$ cat src/rtl/encoder_4x2_handshake_pkg.sv
// Shared definitions for the 4-to-2 handshake encoder: state encoding, default debounce length, encode helpers.
// Latency: n/a (types, constants and pure functions only).
// Backpressure: n/a.
package encoder_4x2_handshake_pkg;

  typedef enum logic [1:0] {
    IDLE     = 2'd0,
    DEBOUNCE = 2'd1,
    HOLD     = 2'd2,
    RELEASE  = 2'd3
  } state_t;

  localparam int DEB_CYCLES_DEFAULT = 4;

  // Highest set line wins; an all-zero snapshot never reaches capture, so 0 is a safe fallback.
  function automatic logic [1:0] prio_enc(input logic [3:0] s);
    logic [1:0] r;
    if (s[3])      r = 2'd3;
    else if (s[2]) r = 2'd2;
    else if (s[1]) r = 2'd1;
    else           r = 2'd0;
    return r;
  endfunction

  // True when more than one request line is set.
  function automatic logic multi_hot(input logic [3:0] s);
    logic [2:0] pc;
    pc = {2'b00, s[0]} + {2'b00, s[1]} + {2'b00, s[2]} + {2'b00, s[3]};
    return (pc > 3'd1);
  endfunction

endpackage

$ cat src/rtl/sync_2ff.sv
// Two-flop synchroniser for asynchronous level inputs, cleared by reset.
// Latency: 2 clk cycles from d to q.
// Backpressure: none; free-running sampler.
// Ports: clk (clock), nrst (async active-low clear), d (async input), q (synchronised output).
module sync_2ff #(
  parameter int W = 4
) (
  input  logic         clk,
  input  logic         nrst,
  input  logic [W-1:0] d,
  output logic [W-1:0] q
);

  logic [W-1:0] meta;

  always_ff @(posedge clk or negedge nrst) begin
    if (!nrst) begin
      meta <= '0;
      q    <= '0;
    end else begin
      meta <= d;
      q    <= meta;
    end
  end

endmodule

$ cat src/rtl/encoder_4x2_handshake.sv
// Debounced 4-to-2 priority encoder presenting one code per press under a valid/ack handshake.
// Latency: V rises on edge 3+DEB_CYCLES after D settles (2 sync + 1 arm + DEB_CYCLES debounce).
// Backpressure: code held in HOLD until ack; re-arms only after all lines are released.
// Ports: clk, nrst (async active-low), D[3:0] async requests (D[3] highest), E enable,
//        ack consumer acknowledge, A[1:0] code, V code valid, M multiple lines at capture.
module encoder_4x2_handshake
  import encoder_4x2_handshake_pkg::*;
#(
  parameter int DEB_CYCLES = DEB_CYCLES_DEFAULT,
  parameter int CNT_W      = 3
) (
  input  logic       clk,
  input  logic       nrst,
  input  logic [3:0] D,
  input  logic       E,
  input  logic       ack,
  output logic [1:0] A,
  output logic       V,
  output logic       M
);

  localparam logic [CNT_W-1:0] CNT_LAST = CNT_W'(DEB_CYCLES - 1);

  state_t           state;
  state_t           state_nxt;
  logic [3:0]       ds;
  logic [3:0]       snap;
  logic [CNT_W-1:0] cnt;
  logic [1:0]       a_q;
  logic             v_q;
  logic             m_q;

  // control strobes derived from the current/next state pair
  logic             arm;
  logic             count;
  logic             capture;
  logic             take;

  sync_2ff #(.W(4)) u_sync (
    .clk  (clk),
    .nrst (nrst),
    .d    (D),
    .q    (ds)
  );

  // state register
  always_ff @(posedge clk or negedge nrst) begin
    if (!nrst) state <= IDLE;
    else       state <= state_nxt;
  end

  // next-state logic
  always_comb begin
    state_nxt = state;
    case (state)
      IDLE: begin
        if (E && (ds != 4'b0000)) state_nxt = DEBOUNCE;
      end
      DEBOUNCE: begin
        // any change of the pattern, or losing enable, restarts from scratch
        if (!E || (ds != snap))  state_nxt = IDLE;
        else if (cnt == CNT_LAST) state_nxt = HOLD;
      end
      HOLD: begin
        // enable is deliberately ignored here: the code is already committed
        if (ack) state_nxt = RELEASE;
      end
      RELEASE: begin
        if (ds == 4'b0000) state_nxt = IDLE;
      end
      default: state_nxt = IDLE;
    endcase
  end

  // output/control decode
  always_comb begin
    arm     = (state == IDLE)     && (state_nxt == DEBOUNCE);
    count   = (state == DEBOUNCE) && (state_nxt == DEBOUNCE);
    capture = (state == DEBOUNCE) && (state_nxt == HOLD);
    take    = (state == HOLD)     && ack;
  end

  // datapath: snapshot, debounce counter and registered outputs.
  // The counter stops at CNT_LAST because DEBOUNCE is left on that value, so it never wraps.
  always_ff @(posedge clk or negedge nrst) begin
    if (!nrst) begin
      snap <= 4'b0000;
      cnt  <= '0;
      a_q  <= 2'd0;
      m_q  <= 1'b0;
      v_q  <= 1'b0;
    end else begin
      if (arm) begin
        snap <= ds;
        cnt  <= '0;
      end
      if (count) cnt <= cnt + CNT_W'(1);
      if (capture) begin
        a_q <= prio_enc(snap);
        m_q <= multi_hot(snap);
        v_q <= 1'b1;
      end
      // A and M deliberately keep their value after V falls
      if (take) v_q <= 1'b0;
    end
  end

  assign A = a_q;
  assign V = v_q;
  assign M = m_q;

endmodule

$ cat config.mk
export PLATFORM = sky130hd
export DESIGN_NAME = encoder_4x2_handshake
export DESIGN_NICKNAME = d
export VERILOG_FILES = /design/src/rtl/encoder_4x2_handshake_pkg.sv /design/src/rtl/sync_2ff.sv /design/src/rtl/encoder_4x2_handshake.sv
export SDC_FILE = /design/constraint.sdc
export NUM_CORES = 1
export LEC_CHECK = 0
export ABC_AREA = 1
export ABC_CLOCK_PERIOD_IN_PS = 1800
export CORE_MARGIN = 3
export CORE_UTILIZATION = 54
export DETAILED_ROUTE_END_ITERATION = 10
export PLACE_DENSITY = 0.85
export SYNTH_ARGS = -nofsm -noshare
export SYNTH_HDL_FRONTEND = slang
export SYNTH_HIERARCHICAL = 1
export SYNTH_SLANG_ARGS = --single-unit
$ cat constraint.sdc
create_clock -name clk -period 1.8 [get_ports clk]
set_input_delay 0.27 -clock clk [delete_from_list [all_inputs] [get_ports clk]]
set_output_delay 0.27 -clock clk [all_outputs]
set_load 0.005 [all_outputs]
==> summary.txt <==
Outcome
  – Status: finished, final reports clean

Routing
  – Residual DRC count: 0
  – Pre-Repair DR Iteration Count: 4
  – Via Count: 775
  – Drt total wl: 1.92 mm
  – Drt wl/cell: about 13 um
  – Antenna viol nets, final: 0
  – Initial DRC count: 21
  – Vias per cell: ~5.1

Synthesis
  – Main combinational cell family by area after synthesis: simple AND/OR/NAND/NOR gates
  – Post-Syn Area per Cell: 9.46 um2
  – Synth cell types: 23
  – Yosys warning count: 6
  – Syn Nets: 123
  – Cell area after synthesis: between 0.001 and 0.0015 mm2
  – Share of the yosys chip area belonging to registers: 49.6%
  – Compound-Gate Fraction of Synth Area: 4.25%
  – Share of the synthesized area in the top cell type: about 50%
  – Top cells by area, synth: dfrtp_1 50%, nand2_1 8.9%, nand4_1 4.7%
  – XOR/XNOR Fraction of Synth Area: 0%
  – Cell type with the largest total area after synthesis: dfrtp_1
  – Yosys reg bits: 21
  – Post-Synth Adder-Cell Area: 4.25%
  – Multiplexer share of the synthesized area: 0%
  – Post-Synth Simple-Gate Area: 32.2%
  – Syn Inst Count: 112

STA
  – Max-slew headroom: roughly three quarters
  – Tmin final: 1550 ps
  – Slew Limit Fails: 0
  – Crit share post-route: 86.2%
  – Final setup violation count: 0
  – Slew @ Worst Pin: 350 ps
  – Setup TNS: 0 ps
  – Fmax: 644 MHz
  – Final Hold Viols: 0
  – RSZ-0062 raised after global routing: false
  – Worst Skew: 3.74 ps

Worst setup path
  – Worst Setup SP: cnt[0]
  – FF-to-FF path depth: 6
  – Maximum fanout along the worst path: 4
  – Worst Setup EP: cnt[2]
  – Reg-to-Reg Start: cnt[0]
  – Worst path required time: 1990 ps
  – CP Capture Type: register
  – Reg-to-Reg End: cnt[2]
  – Crit path DAT: 1740 ps
  – Critical path type: reg2reg
  – CP Launch Type: register
  – R2R setup slack: 250 ps

Floorplanning
  – Die W: 50.3 um
  – Initial Util: 59.4%
  – Site Rows: 15
  – IO Count: 12
  – Die ar.: 0.00253 mm2
  – Die height: 50.3 um
  – CORE AREA: 0.00178 mm2

Clock tree
  – CTS clk-pin slew, worst paths: 110 ps
  – Htree depth: 1
  – CTS tree: yes
  – Post-CTS Hold Buffers: 0
  – CTS buffer count: 3
  – Worst-Skew Late Latency: about 300 ps
  – Max clock buf depth: 2
  – CTS resizes: 0
  – Root buf cell: clkbuf_4
  – Clock sink count: 21
  – Post-CTS setup buffers: 0

GRT
  – Gr usage total: a little under a fifth
  – Vias in the first global route: 793
  – GRT Residual Overflow: 0
  – First-pass GRT wire length: 3.47 mm
  – Largest net degree at the start of global routing: 22
  – Initial antenna violation count: 0

Power and ir drop
  – Gate power share: 20.4%
  – Leakage: between 0.6 and 0.7 nW
  – PwrDens: 777 mW/mm2
  – Clock network fraction of total power: 23.8%
  – Internal: 659 uW
  – Psw: 292 uW
  – Switching share of total power: 30.7%
  – Sequential power share: 55.8%
  – Power, Total: 951 uW
  – Maximum vdd drop: 559 uV

Layout
  – N_diodes: 0
  – Share of cells above drive strength 1: approximately a quarter
  – Final-layout fill cell count: 134
  – Final Net Count: approximately 140
  – Layout area overhead: 15.5%

Min path
  – Min-delay worst type: in2async

Placed design
  – DP Wirelength: 1.39 mm
  – I/O Buffers: 11
  – Routability cong.: 0.880

Run
  – Number of max-cap violations: 0
==> worst max-delay path, stage by stage (launching register included) <==
cell     delay [ps]
dfrtp_1         420
ha_1            220
ha_1            210
nor2_2          190
nand4_2         190
nand3_1         130
nand2_1          90
==> cells in the mapped netlist, drive strengths merged <==
master,instances
a21oi,2
buf,1
clkinv,1
dfrtp,21
fa,1
ha,2
inv,22
nand2,33
nand3,5
nand3b,1
nand4,11
nor2,7
o21a,1
o21ai,4
==> cell usage in the layout, fill, tap and decap left out <==
cell type / count
inv_2: 9
nor2_4: 4
fa_1: 1
nand2_1: 25
nand3_1: 4
nor2_1: 2
nand2_4: 1
nand4_1: 8
clkbuf_1: 1
clkbuf_4: 3
nor2_2: 1
nand2_2: 7
inv_1: 13
nand4_2: 2
nand3_2: 1
o21a_1: 1
buf_4: 1
o21ai_1: 2
clkinv_4: 1
nand3b_1: 1
clkdlybuf4s50_1: 11
ha_1: 2
nand4_4: 1
dfrtp_1: 21
a21oi_1: 2
o21ai_2: 2
==> how the worst min path moves through the flow <==
stage	end	slack, ps	cells after the start
floorplan	A[0]	-30	0
global placement	u_sync/q[1]	330	0
detailed placement	u_sync/q[1]	340	0
CTS	u_sync/q[0]	310	2
global route	u_sync/q[0]	300	2
finish	u_sync/q[0]	290	2
==> final cells by class <==
class	instances	area [um2]	area share [%]
clock buffer	4	26.3	2.15
inverter	23	91.3	7.46
multi-input combinational	67	432	35.3
sequential	21	526	42.9
tap	25	31.3	2.56
timing repair buffer	12	118	9.61
==> state kept, by name, indices dropped and copies added, names as in the netlist <==
name,count
A,2
V,1
cnt,3
u_sync/q,4
u_sync/meta,4
snap,4
state,2
M,1
==> routing by layer <==
layer	GRT usage [%]	routed length, um	vias to the layer above	part of all wire, %
met5	0	0	-	0
met4	7.17	53	0	2.8
met3	4.75	99	6	5.2
met2	28.3	913	24	48
met1	24.9	855	362	45
li1	-	-	383	-
==> logic make-up after synthesis <==
logic type,Yosys count
adders and majority gates,3
buffers and inverters,24
DFF,21
AOI/OAI and AO/OA,7
and+or+nand+nor,57
==> power by group through the flow <==
| stage | sequential, mW | clock (mW) | combinational, mW |
|---|---|---|---|
| 2_1_floorplan | 0.533 | 0 | 0.149 |
| 5_1_grt | 0.535 | 0.256 | 0.217 |
| 3_5_place_dp | 0.540 | 0 | 0.194 |
| 6_report | 0.530 | 0.227 | 0.194 |
| 3_3_place_gp | 0.538 | 0 | 0.190 |
| 4_1_cts | 0.530 | 0.232 | 0.195 |
==> through the flow <==
stage               setup slack, ps  area (um2)  hold slack [ps]  util [%]  cells
floorplan                       452        1060            -25.6         -    112
global placement                292        1200              332      67.2    148
detailed placement              275        1200              336      67.2    148
CTS                             276        1220              306      68.6    152
global route                    224        1220              303      68.6    152
finish                          248        1220              294      68.6    152
No activity file was read; power rests on OpenSTA's default activity.
